`src/rtl/dtu_cred_sched.sv`:
```
// ============================================================================
// dtu_cred_sched
// ----------------------------------------------------------------------------
// Credit-gated round-robin scheduler. N_ID vFPGA regions compete for a single
// bypass request channel (bpss rd or wr). Each region may have at most N_CRED
// requests outstanding. A credit is taken when a request is accepted from the
// region and handed back by a per-request completion pulse.
//
// Build option:
//   DTU_SCHED_STATS_EN  when defined, adds a per-region counter of downstream
//                       handshakes, readable through stat_sel / stat_issued.
//
// Ports:
//   aclk, areset     clock; asynchronous active-high reset
//   s_req_valid      per-region request valid                     [N_ID]
//   s_req_ready      per-region ready, at most one bit high       [N_ID]
//   s_req_data       per-region request descriptor                [N_ID][REQ_W]
//   m_req_valid      scheduled request valid
//   m_req_ready      downstream ready
//   m_req_data       scheduled descriptor                         [REQ_W]
//   m_req_id         region index of m_req_data                   [ID_BITS]
//   cpl_valid        completion pulse, one per issued request
//   cpl_id           region index of the completion               [ID_BITS]
//   cred_out         outstanding count per region                 [N_ID][CRED_BITS]
//   cpl_err          sticky: completion with nothing outstanding, or bad id
//   stat_sel         (stats build) region whose count is read     [ID_BITS]
//   stat_issued      (stats build) handshakes issued for stat_sel [32]
//
// Timing: a request accepted in cycle N appears on m_req_* in cycle N+1 and is
// held until m_req_ready. The scheduler accepts at most one request every
// other cycle.
// ============================================================================
module dtu_cred_sched #(
    parameter int N_ID      = 4,
    parameter int N_CRED    = 8,
    parameter int REQ_W     = 64,
    parameter int ID_BITS   = (N_ID > 1) ? $clog2(N_ID) : 1,
    parameter int CRED_BITS = $clog2(N_CRED + 1)
) (
    input  logic                            aclk,
    input  logic                            areset,

    input  logic [N_ID-1:0]                 s_req_valid,
    output logic [N_ID-1:0]                 s_req_ready,
    input  logic [N_ID-1:0][REQ_W-1:0]      s_req_data,

    output logic                            m_req_valid,
    input  logic                            m_req_ready,
    output logic [REQ_W-1:0]                m_req_data,
    output logic [ID_BITS-1:0]              m_req_id,

    input  logic                            cpl_valid,
    input  logic [ID_BITS-1:0]              cpl_id,

    output logic [N_ID-1:0][CRED_BITS-1:0]  cred_out,
    output logic                            cpl_err
`ifdef DTU_SCHED_STATS_EN
    ,
    input  logic [ID_BITS-1:0]              stat_sel,
    output logic [31:0]                     stat_issued
`endif
);

    typedef enum logic {
        ST_IDLE = 1'b0,
        ST_SEND = 1'b1
    } state_t;

    // ------------------------------------------------------------------
    // Registers
    // ------------------------------------------------------------------
    state_t                         r_state;
    logic [ID_BITS-1:0]             r_rr_ptr;
    logic [REQ_W-1:0]               r_data;
    logic [ID_BITS-1:0]             r_id;
    logic [N_ID-1:0][CRED_BITS-1:0] r_cnt;
    logic                           r_cpl_err;

    // ------------------------------------------------------------------
    // Combinational signals
    // ------------------------------------------------------------------
    state_t                         w_state_nxt;
    logic [N_ID-1:0]                w_elig;
    logic                           w_any;
    logic [ID_BITS-1:0]             w_grant;
    logic [ID_BITS-1:0]             w_scan;
    logic [N_ID-1:0]                w_ready;
    logic                           w_take;
    logic [N_ID-1:0]                w_inc;
    logic [N_ID-1:0]                w_dec;
    logic                           w_cpl_bad;
    logic                           w_m_fire;

    // Next index around the ring; handles N_ID that is not a power of two.
    function automatic logic [ID_BITS-1:0] f_next_idx(input logic [ID_BITS-1:0] idx);
        if (int'(idx) >= N_ID - 1) begin
            return '0;
        end
        return idx + ID_BITS'(1);
    endfunction

    // ------------------------------------------------------------------
    // Eligibility: requesting and below the credit ceiling
    // ------------------------------------------------------------------
    always_comb begin
        for (int i = 0; i < N_ID; i++) begin
            w_elig[i] = s_req_valid[i] && (r_cnt[i] < CRED_BITS'(N_CRED));
        end
    end

    // ------------------------------------------------------------------
    // Round-robin pick: first eligible region starting at r_rr_ptr
    // ------------------------------------------------------------------
    // NOTE: every signal driven here gets a default before the loop, so no
    // path leaves it unassigned and no latch is inferred.
    always_comb begin
        w_any   = 1'b0;
        w_grant = '0;
        w_scan  = r_rr_ptr;
        for (int k = 0; k < N_ID; k++) begin
            if (!w_any && w_elig[w_scan]) begin
                w_any   = 1'b1;
                w_grant = w_scan;
            end
            w_scan = f_next_idx(w_scan);
        end
    end

    // ------------------------------------------------------------------
    // FSM next-state and outputs
    // ------------------------------------------------------------------
    always_comb begin
        w_state_nxt = r_state;
        w_ready     = '0;
        w_take      = 1'b0;
        unique case (r_state)
            ST_IDLE: begin
                if (w_any) begin
                    w_take           = 1'b1;
                    w_ready[w_grant] = 1'b1;
                    w_state_nxt      = ST_SEND;
                end
            end
            ST_SEND: begin
                if (m_req_ready) begin
                    w_state_nxt = ST_IDLE;
                end
            end
            default: begin
                w_state_nxt = ST_IDLE;
            end
        endcase
    end

    // s_req_ready is combinational off live requests, so it is forced low
    // while reset is held to keep upstream from seeing a phantom accept.
    assign s_req_ready = areset ? '0 : w_ready;

    assign m_req_valid = (r_state == ST_SEND);
    assign m_req_data  = r_data;
    assign m_req_id    = r_id;
    assign w_m_fire    = m_req_valid && m_req_ready;

    // NOTE: state, pointer and data registers use non-blocking assignments so
    // every flop samples the pre-edge values regardless of block ordering.
    always_ff @(posedge aclk or posedge areset) begin
        if (areset) begin
            r_state  <= ST_IDLE;
            r_rr_ptr <= '0;
            r_data   <= '0;
            r_id     <= '0;
        end else begin
            r_state <= w_state_nxt;
            if (w_take) begin
                r_data   <= s_req_data[w_grant];
                r_id     <= w_grant;
                r_rr_ptr <= f_next_idx(w_grant);
            end
        end
    end

    // ------------------------------------------------------------------
    // Credit accounting
    // ------------------------------------------------------------------
    // A completion only decrements a counter that is currently non-zero; any
    // completion that finds no matching outstanding request (zero count or an
    // id outside 0..N_ID-1) raises the sticky error instead.
    always_comb begin
        for (int i = 0; i < N_ID; i++) begin
            w_inc[i] = w_take && (w_grant == ID_BITS'(i));
            w_dec[i] = cpl_valid && (cpl_id == ID_BITS'(i)) && (r_cnt[i] != '0);
        end
        w_cpl_bad = cpl_valid && !(|w_dec);
    end

    // NOTE: the counter array is small and architecturally visible on
    // cred_out, so every entry is reset rather than left as uninitialised
    // storage.
    always_ff @(posedge aclk or posedge areset) begin
        if (areset) begin
            r_cnt     <= '0;
            r_cpl_err <= 1'b0;
        end else begin
            for (int i = 0; i < N_ID; i++) begin
                // Consume and completion on the same region cancel out.
                if (w_inc[i] && !w_dec[i]) begin
                    r_cnt[i] <= r_cnt[i] + CRED_BITS'(1);
                end else if (w_dec[i] && !w_inc[i]) begin
                    r_cnt[i] <= r_cnt[i] - CRED_BITS'(1);
                end
            end
            if (w_cpl_bad) begin
                r_cpl_err <= 1'b1;
            end
        end
    end

    assign cred_out = r_cnt;
    assign cpl_err  = r_cpl_err;

`ifdef DTU_SCHED_STATS_EN
    // ------------------------------------------------------------------
    // Per-region issue statistics (downstream handshakes)
    // ------------------------------------------------------------------
    logic [31:0] r_issued [N_ID];
    logic [31:0] r_stat_q;

    always_ff @(posedge aclk or posedge areset) begin
        if (areset) begin
            for (int i = 0; i < N_ID; i++) begin
                r_issued[i] <= '0;
            end
            r_stat_q <= '0;
        end else begin
            if (w_m_fire) begin
                // Free-running; wraps 2^32-1 -> 0 by natural overflow.
                r_issued[r_id] <= r_issued[r_id] + 32'd1;
            end
            if (int'(stat_sel) < N_ID) begin
                r_stat_q <= r_issued[stat_sel];
            end else begin
                r_stat_q <= '0;
            end
        end
    end

    assign stat_issued = r_stat_q;
`endif

endmodule

```
`config.mk`:
```
export PLATFORM = sky130hd
export DESIGN_NAME = dtu_cred_sched
export DESIGN_NICKNAME = d
export VERILOG_FILES = /design/src/rtl/dtu_cred_sched.sv
export SDC_FILE = /design/constraint.sdc
export NUM_CORES = 1
export LEC_CHECK = 0
export BUFFER_PORTS_ARGS = -buffer_cell sky130_fd_sc_hd__buf_4
export CAP_MARGIN = 20
export CORE_AREA = 2 2 136 138
export DETAILED_ROUTE_END_ITERATION = 10
export DIE_AREA = 0 0 138 140
export PLACE_DENSITY = 0.78
export SLEW_MARGIN = 20
export SYNTH_ARGS = -nofsm -noshare
export SYNTH_HDL_FRONTEND = slang
export SYNTH_SLANG_ARGS = --single-unit
```
`constraint.sdc`:
```
create_clock -name aclk -period 4 [get_ports aclk]
set_input_delay 0.6 -clock aclk [delete_from_list [all_inputs] [get_ports aclk]]
set_output_delay 0.6 -clock aclk [all_outputs]
set_load 0.005 [all_outputs]
```
==> impl_metrics.py, run 1 <==
metrics = {
    "cts": {
        "cts_tree": "built",
        "clk_latency_ns": 0.34,
        "ctsHoldBuffers": 0,
        "clock-root-buffer": "clkbuf_16",
        "cts_sinks": 86,
        "htreeDepth": 3,
        "clk_path_buf_depth": 2,
        "numCtsBuffers": 9,
        "clk_pin_slew_ns": 0.07,
    },
    "worst_setup_path": {
        "worst_path_most_repeated_cell": "buf_4",
        "crit_type": "flip-flop to primary output",
        "crit_slowest_cell": "dfrtp_1",
        "cp_data_required_time_ns": 3.40,
        "path_max_fanout": 34,
        "cp-startpoint": "r_rr_ptr[1]",
        "r2r.worst_path.cells": 17,
        "worstPathArrival_ns": 3.20,
        "crit_chain": "ha_4, or2_1, nand4_1, nand4_1, buf_4, o21ai_4, and2_4, buf_4, nand2_1, nor3_1, buf_4",
        "r2r_slack_ns": 0.22,
        "r2r_start": "r_rr_ptr[1]",
        "r2r-end": "cred_out[7]",
        "endpoint_kind": "primary output",
        "worstSetupStartpointType": "flip-flop",
        "cp-endpoint": "s_req_ready[2]",
        "max_stage_delay_ns": 0.47,
    },
    "final_layout": {
        "area_growth_pct": 53.5,
        "final_cell_count_no_fill": 1167,
        "multi_input_area_sq_um": 3640,
        "nets": 1218,
        "num-fill-cells": 1627,
        "drive_above_1_share": 0.484,
        "regArea_sq_um": 2150,
        "final_util": 0.524,
        "diodes": 0,
    },
    "synthesis": {
        "syn_avg_cell_area_sq_um": 10.0,
        "synth_top_area_frac": 0.355,
        "synth_edf_count": 0,
        "synth_seq_cells": 86,
        "seq_area_frac_synth": 0.355,
        "synth.top_cells.by_area": "dfrtp_1, mux2i_1, a211oi_2",
        "ys_types": 55,
        "syn-cell-area_sq_um": 6070,
        "ys_warn_count": 0,
        "netlist_top_cells_count": "dfrtp_1, a211oi_1, nor2_1",
        "async_reset_ff_frac": 1.00,
        "synth_most_common_cell": "dfrtp_1",
        "synth_fp_nets": 890,
        "synth_top_area_cell": "dfrtp_1",
        "synth_ff_type": "dfrtp_1",
        "synthCells": 605,
    },
    "grt": {
        "grt_max_degree": 64,
        "grt-ovfl-total": 0,
        "grt_pass1_wl_um": 35600,
        "antenna_found_initial": 0,
        "grt_use_total": 0.233,
        "grt_pass1_vias": 6375,
    },
    "sta": {
        "finalSetupViolCount": 0,
        "min_period_ns": 3.80,
        "tightest_slew_ns": 0.658,
        "finClkSkew_ns": 0.00971,
        "finalCritPeriodShare": 0.950,
        "max_freq_ghz": 0.263,
        "slew_headroom": 0.561,
        "finalHoldViolCount": 0,
        "finalMaxSlewViolations": 0,
    },
    "detailed_routing": {
        "num_vias": 6280,
        "drtPass1Iterations": 4,
        "viasPerCell": 5.38,
        "wl_per_cell_um": 20.0,
        "drt_iter0_drc": 293,
        "antenna_left": 0,
        "wirelength_um": 23300,
        "drc_errors": 0,
    },
    "power": {
        "total_power_mw": 9.84,
        "ir_drop_mv": 1.47,
        "power.density_nw_per_um2": 1060,
        "leakage_nw": 4.51,
    },
    "placement": {
        "numPortBuffers": 353,
        "place_hpwl_um": 17500,
        "dpl.cell_count": 1147,
        "place_congestion": 0.919,
    },
    "floorplanning": {
        "dieArea_sq_um": 19300,
        "num_rows": 49,
        "die_h_um": 140,
        "die_w_um": 138,
        "ios": 354,
        "initial_utilization": 0.341,
        "core_sq_um": 17800,
    },
    "job": {
        "maxCapViolations": 0,
    },
    "outcome": {
        "status": "complete, no violations",
    },
    "min_path": {
        "hold_path_class": "input pin to async pin",
    },
}
-- area by class of cell --
cell class / count / area share
Tap cell: 229 / 0.0308
Clock inverter: 5 / 0.0138
Inverter: 9 / 0.00403
Clock buffer: 11 / 0.0271
Sequential cell: 86 / 0.231
Multi-Input combinational cell: 457 / 0.391
Timing Repair Buffer: 370 / 0.302
-- placed cells by master, fill, tap and decap left out, types with 6 or more instances in the layout --
| cell | n |
|---|---|
| xnor2_1 | 13 |
| nor2b_1 | 6 |
| nor2_1 | 72 |
| buf_4 | 368 |
| and3_1 | 68 |
| a211oi_2 | 50 |
| clkbuf_16 | 9 |
| a21oi_1 | 8 |
| nand2_1 | 10 |
| nand4_1 | 6 |
| mux2i_1 | 68 |
| dfrtp_1 | 86 |
| ha_1 | 14 |
| a211oi_1 | 77 |
| inv_1 | 6 |
-- metrics by stage --
stage / worst slack [ns] / setup TNS (ns) / hold WS, ns / instance area [sq um]
after CTS: 0.00132 / 0 / 0.345 / 9240
after global routing: -0.0208 / -0.0208 / 0.366 / 9310
after floorplan: 0.124 / 0 / 0.463 / 6070
after detailed placement: 0.0683 / 0 / 0.489 / 8860
after global placement: 0.213 / 0 / 0.475 / 8860
final: 0.201 / 0 / 0.329 / 9310
-- kinds of logic after synthesis --
kind of cell,Yosys count,synth area share
fa+ha+maj,19,0.0441
mux,75,0.127
simple gates,183,0.157
buf+inv,62,0.0520
flops,86,0.355
compound gates,163,0.241
xor+xnor,17,0.0245
-- flip-flops by register name (all words and copies together) (netlist names) --
name	flops
cpl_err	1
cred_out	16
m_req_data	64
m_req_id	2
m_req_valid	1
r_rr_ptr	2
-- critical path: cells and delay by family, from the launching register on --
family	cells	cell delay, ns
DFF	1	0.47
AOI/OAI and AO/OA	1	0.12
adders and majority gates	1	0.21
buffers and inverters	3	0.86
and+or+nand+nor	6	1.18
-- power by group --
part | total [mW] | internal (mW) | switching [mW]
registers | 1.74 | 1.38 | 0.356
clock network | 1.07 | 0.709 | 0.359
logic | 7.03 | 3.06 | 3.97
total | 9.84 | 5.15 | 4.68
-- worst min path at each step --
| stage | slack (ns) | depth (start not counted) | end |
|---|---|---|---|
| 2_1_floorplan | 0.46 | 1 | cpl_err |
| 3_3_place_gp | 0.48 | 1 | m_req_id[1] |
| 3_5_place_dp | 0.49 | 1 | cpl_err |
| 4_1_cts | 0.34 | 2 | cred_out[13] |
| 5_1_grt | 0.37 | 2 | r_rr_ptr[1] |
| 6_report | 0.33 | 2 | cred_out[13] |
-- per-layer routing --
layer / up-vias / GRT usage / part of all wire
met4: 0 / 0.0655 / 0.022
met3: 33 / 0.0605 / 0.070
met1: 3028 / 0.280 / 0.40
li1: 2935 / - / -
met5: - / 0 / 0
met2: 284 / 0.411 / 0.51
-- repair_timing --
item / in CTS / in global routing
setup endpoints to repair: 0 / 6
gates resized for setup: 0 / 3
setup buffers: 0 / 3
Note: power is estimated with default switching activity, not from simulation.
==> inputs of run 2 (changes only) <==
--- a/config.mk
+++ b/config.mk
@@ -5,12 +5,12 @@
 export SDC_FILE = /design/constraint.sdc
 export NUM_CORES = 1
 export LEC_CHECK = 0
-export BUFFER_PORTS_ARGS = -buffer_cell sky130_fd_sc_hd__buf_4
 export CAP_MARGIN = 20
 export CORE_AREA = 2 2 136 138
 export DETAILED_ROUTE_END_ITERATION = 10
 export DIE_AREA = 0 0 138 140
-export PLACE_DENSITY = 0.78
+export DONT_BUFFER_PORTS = 1
+export PLACE_DENSITY = 0.5
 export SLEW_MARGIN = 20
 export SYNTH_ARGS = -nofsm -noshare
 export SYNTH_HDL_FRONTEND = slang
==> run 2 against run 1 <==
Effect of this change:
- critical path depth up 6
- cell count fell by 30%
- cell area is 30% lower
- combinational power is 17% lower
- critical endpoint is now cred_out[15]
==> impl_metrics.py, run 2 (same netlist as run 1, synthesis figures left out) <==
metrics = {
    "worst_setup_path": {
        "crit_chain": "ha_2, clkinv_1, a2111oi_0, a211o_1, nand2_2, and2_4, clkinv_2, ha_1, and2_1, ha_1, inv_1, ha_1, a21o_1, a21oi_1, xnor2_1, nor2_1, xor2_1",
        "cpLargestDelayFamily": "adder cells",
        "cp-endpoint": "cred_out[15]",
        "endpoint_kind": "flip-flop",
        "cp.depth": 17,
        "crit_type": "flip-flop to flip-flop",
        "cp-startpoint": "r_rr_ptr[1]",
        "critPathBufInv": 3,
        "r2r-end": "cred_out[15]",
        "max_stage_delay_ns": 0.46,
        "r2r_slack_ns": 0.23,
        "r2r_start": "r_rr_ptr[1]",
        "worstPathArrival_ns": 3.99,
        "r2r.worst_path.cells": 17,
        "worstSetupStartpointType": "flip-flop",
        "crit_slowest_cell": "a2111oi_0",
        "worst_path_most_repeated_cell": "ha_1",
        "cp_data_required_time_ns": 4.22,
        "path_max_fanout": 10,
    },
    "detailed_routing": {
        "drt_iter0_drc": 222,
        "viasPerCell": 6.07,
        "num_vias": 4933,
        "wirelength_um": 19900,
        "antenna_left": 0,
        "wl_per_cell_um": 24.4,
        "drtPass1Iterations": 4,
        "drc_errors": 0,
    },
    "job": {
        "maxCapViolations": 0,
    },
    "sta": {
        "finClkSkew_ns": 0.00855,
        "slew_headroom": 0.531,
        "finalMaxSlewViolations": 0,
        "layout_setup_ws_ns": 0.235,
        "tightest_slew_ns": 0.704,
        "finalHoldViolCount": 0,
        "timing.setup.tns_ns": 0,
        "finalCritPeriodShare": 0.941,
        "finalSetupViolCount": 0,
        "min_period_ns": 3.77,
        "rsz0062_at_grt": "false",
        "max_freq_ghz": 0.266,
    },
    "floorplanning": {
        "num_rows": 49,
        "die_w_um": 138,
        "dieArea_sq_um": 19300,
        "core_sq_um": 17800,
        "initial_utilization": 0.341,
        "ios": 354,
        "die_h_um": 140,
    },
    "grt": {
        "grt_pass1_wl_um": 30000,
        "grt_pass1_vias": 5026,
        "globalRouteMet1Util": 0.237,
        "grt_max_degree": 66,
        "grt_use_total": 0.197,
        "antenna_found_initial": 4,
        "top_usage_layer": "met2",
        "met2_usage": 0.339,
        "grt-ovfl-total": 0,
        "met3_usage": 0.0653,
    },
    "final_layout": {
        "area_growth_pct": 8.15,
        "drive_above_1_share": 0.168,
        "final_cell_mix": "dfrtp_1, a211oi_1, nor2_1, mux2i_1, and3_1",
        "final_cell_count_no_fill": 813,
        "nets": 863,
        "largest_reg_flops": 64,
        "final_common_cell": "dfrtp_1",
    },
    "min_path": {
        "hold_path_class": "input pin to async pin",
    },
    "cts": {
        "cts_sinks": 86,
        "ctsHoldBuffers": 0,
        "cts_tree": "built",
        "numCtsBuffers": 9,
        "clk_pin_slew_ns": 0.07,
        "clock-root-buffer": "clkbuf_16",
        "clk_path_buf_depth": 2,
        "clk_latency_ns": 0.34,
        "htreeDepth": 3,
    },
    "power": {
        "total_power_mw": 8.61,
        "ir_drop_mv": 0.921,
        "power.density_nw_per_um2": 1310,
        "leakage_nw": 2.77,
    },
    "outcome": {
        "status": "complete, no violations",
    },
    "placement": {
        "dpl.cell_count": 794,
        "place_hpwl_um": 14800,
        "place_congestion": 0.844,
        "numPortBuffers": 0,
        "preCtsSetupSlack_ns": 0.103,
    },
}
==> run 2: through the flow <==
step | utilization | cell area (sq um) | hold WS, ns
floorplan | - | 6070 | 0.463
global placement | 0.350 | 6220 | 0.487
detailed placement | 0.350 | 6220 | 0.496
CTS | 0.367 | 6530 | 0.165
global route | 0.369 | 6560 | 0.179
finish | 0.369 | 6560 | 0.148
==> run 2: timing repair <==
item	CTS	global route
buffers inserted	0	2
endpoints found under the setup margin	0	7
resized for setup	0	2
==> run 2: how the worst min path moves through the flow <==
stage	cells after the start	endpoint	slack, ns	startpoint
5_1_grt	1	m_req_data[30]	0.18	areset
6_report	1	m_req_data[30]	0.15	areset
4_1_cts	1	cred_out[12]	0.16	areset
3_3_place_gp	1	cpl_err	0.49	cpl_err
3_5_place_dp	1	cpl_err	0.50	cpl_err
2_1_floorplan	1	cpl_err	0.46	cpl_err
==> run 2: cell type report <==
type                    instances  area (sq um)
clock inverters                 4          55.1
inverters                       9          37.5
clock buffers                  12           256
well taps                     229           287
flip-flops and latches         86          2150
repair buffers                 15           138
diodes                          1          2.50
multi-input cells             457          3630
fillers                      1775         11200
==> run 2: routing by layer <==
metal / vias up / wire length, um / share of wire
met5: - / 38 / 0.0019
met4: 6 / 245 / 0.012
met3: 20 / 1790 / 0.090
met2: 238 / 10000 / 0.51
met1: 2443 / 7760 / 0.39
li1: 2226 / - / -
==> run 2: report_power, final <==
part	leakage (nW)	total (mW)	switching, mW	internal, mW
logic	1.66	5.87	3.52	2.35
registers	0.965	1.87	0.479	1.39
clock network	0.149	0.882	0.361	0.521
total	2.77	8.61	4.36	4.25
==> inputs of run 3 (changes only) <==
==> constraint.sdc (replaced) <==
create_clock -name aclk -period 4 [get_ports aclk]
set_input_delay 0.4 -clock aclk [delete_from_list [all_inputs] [get_ports aclk]]
set_output_delay 0.4 -clock aclk [all_outputs]
set_load 0.005 [all_outputs]
==> run 3 against run 2 <==
Effect of this change:
- hold slack better by 0.037 ns
- setup slack better by 0.013 ns
- via count is 1.2% lower
- largest cell class unchanged
- sequential power hardly changed
- wire length hardly changed
- clock skew is 0.0050 ns higher
- first-iteration DRC count is 51% higher
==> impl_metrics.py, run 3 (same netlist as run 1, synthesis figures left out) <==
metrics = {
    "outcome": {
        "status": "complete, no violations",
    },
    "sta": {
        "finClkSkew_ns": 0.0136,
        "finalCritPeriodShare": 0.938,
        "slew_headroom": 0.456,
        "rsz0062_at_grt": "false",
        "finalSetupViolCount": 0,
        "min_period_ns": 3.75,
        "max_freq_ghz": 0.267,
        "tightest_slew_ns": 0.816,
        "finalHoldViolCount": 0,
        "timing.setup.tns_ns": 0,
        "hold_ws_ns": 0.184,
        "layout_setup_ws_ns": 0.248,
        "finalMaxSlewViolations": 0,
    },
    "grt": {
        "grt_use_total": 0.199,
        "grt-ovfl-total": 0,
        "grt_max_degree": 66,
        "grt_pass1_wl_um": 30000,
        "antenna_found_initial": 4,
        "grt_pass1_vias": 4989,
    },
    "detailed_routing": {
        "num_vias": 4875,
        "antenna_left": 0,
        "drtPass1Iterations": 4,
        "wirelength_um": 19900,
        "viasPerCell": 5.97,
        "wl_per_cell_um": 24.4,
        "drt_iter0_drc": 336,
        "drc_errors": 0,
    },
    "power": {
        "total_power_mw": 8.69,
        "power.density_nw_per_um2": 1320,
        "leakage_nw": 2.79,
        "ir_drop_mv": 0.986,
    },
    "floorplanning": {
        "num_rows": 49,
        "dieArea_sq_um": 19300,
        "ios": 354,
        "die_h_um": 140,
        "die_w_um": 138,
        "initial_utilization": 0.341,
        "core_sq_um": 17800,
    },
    "worst_setup_path": {
        "path_max_fanout": 10,
        "cp_data_required_time_ns": 4.23,
        "worstSetupStartpointType": "flip-flop",
        "crit_type": "flip-flop to flip-flop",
        "crit_slowest_cell": "ha_2",
        "endpoint_kind": "flip-flop",
        "worst_path_most_repeated_cell": "ha_1",
        "worstPathArrival_ns": 3.99,
        "max_stage_delay_ns": 0.48,
        "crit_chain": "ha_2, clkinv_1, nand4_1, nand4_1, buf_4, o21ai_4, and2_4, clkinv_2, ha_1, and2_1, ha_1, inv_1, ha_1, a21o_1, a21oi_1, xnor2_1, nor2_1, xor2_1",
    },
    "min_path": {
        "hold_path_class": "input pin to flip-flop",
    },
    "final_layout": {
        "drive_above_1_share": 0.170,
        "design_area_sq_um": 6600,
        "nets": 864,
        "area_growth_pct": 8.73,
        "final_common_cell": "dfrtp_1",
        "final_cell_mix": "dfrtp_1, a211oi_1, nor2_1, mux2i_1, and3_1",
        "largest_reg_flops": 64,
        "num-fill-cells": 1769,
    },
    "placement": {
        "place_area_sq_um": 6220,
        "preCtsSetupSlack_ns": 0.0723,
        "place_hpwl_um": 15100,
        "place_congestion": 0.866,
        "numPortBuffers": 0,
    },
    "cts": {
        "numCtsBuffers": 9,
        "clk_path_buf_depth": 2,
        "clock-root-buffer": "clkbuf_16",
        "cts_tree": "built",
        "htreeDepth": 3,
        "clk_latency_ns": 0.36,
        "clk_pin_slew_ns": 0.07,
        "cts_sinks": 86,
    },
    "job": {
        "maxCapViolations": 0,
    },
}
## run 3: cell count changes in the layout (fill, tap and decap cells not counted), sizes merged
cell / previous run / this run
diode: 1 / 3
clkbuf: 12 / 11
dlygate4sd3: 0 / 1
bufinv: 1 / 2
clkinvlp: 1 / 0
clkinv: 4 / 5
## run 3: layer usage
metal,GRT usage,wire length [um]
met5,0,9
met4,0.0639,335
met3,0.0605,1500
met2,0.329,9740
met1,0.250,8300
## run 3: worst max-delay path: cells and delay by family (launching register included)
family | cells | cell delay, ns
simple gates | 5 | 0.68
buf+inv | 4 | 0.58
xor+xnor | 2 | 0.28
flops | 1 | 0.46
fa+ha+maj | 4 | 1.16
compound gates | 3 | 0.48
## run 3: path summary, 6_finish.rpt
check	slack (ns)	start	cells after the start	endpoint
hold reg to reg	0.51	cpl_err	1	cpl_err
setup reg to reg	0.25	r_rr_ptr[1]	18	cred_out[15]
max in group asynchronous	2.30	areset	3	m_req_data[18]
hold / removal	0.18	cpl_valid	1	cpl_err
setup / recovery	0.25	r_rr_ptr[1]	18	cred_out[15]
min in group asynchronous	0.53	areset	2	r_rr_ptr[0]
## run 3: stage by stage
step / std cells / utilization
2_1_floorplan: 605 / -
3_3_place_gp: 794 / 0.350
3_5_place_dp: 794 / 0.350
4_1_cts: 811 / 0.369
5_1_grt: 814 / 0.371
6_report: 816 / 0.371
## run 3: where the power goes
group	switching (mW)	internal [mW]	total, mW	leakage, nW
clock	0.377	0.566	0.943	0.160
sequential	0.488	1.39	1.87	0.965
combinational	3.51	2.36	5.87	1.66
total	4.38	4.31	8.69	2.79
## run 3: what timing repair did
| item | 4_1_cts | 5_1_grt |
|---|---|---|
| setup endpoints to repair | 0 | 2 |
| hold buffers | 1 | 0 |
| setup buffers | 0 | 2 |
| gates resized for setup | 0 | 4 |
| endpoints found under the hold margin | 24 | 0 |
## run 3: layout make-up
class                           count  area (sq um)  area share
Multi-Input combinational cell    457          3640       0.552
Sequential cell                    86          2150       0.326
Tap cell                          229           287      0.0434
Clock buffer                       11           243      0.0368
Timing Repair Buffer               16           148      0.0224
Clock inverter                      5          82.6      0.0125
Inverter                            9          37.5     0.00569
Antenna cell                        3          7.51     0.00114
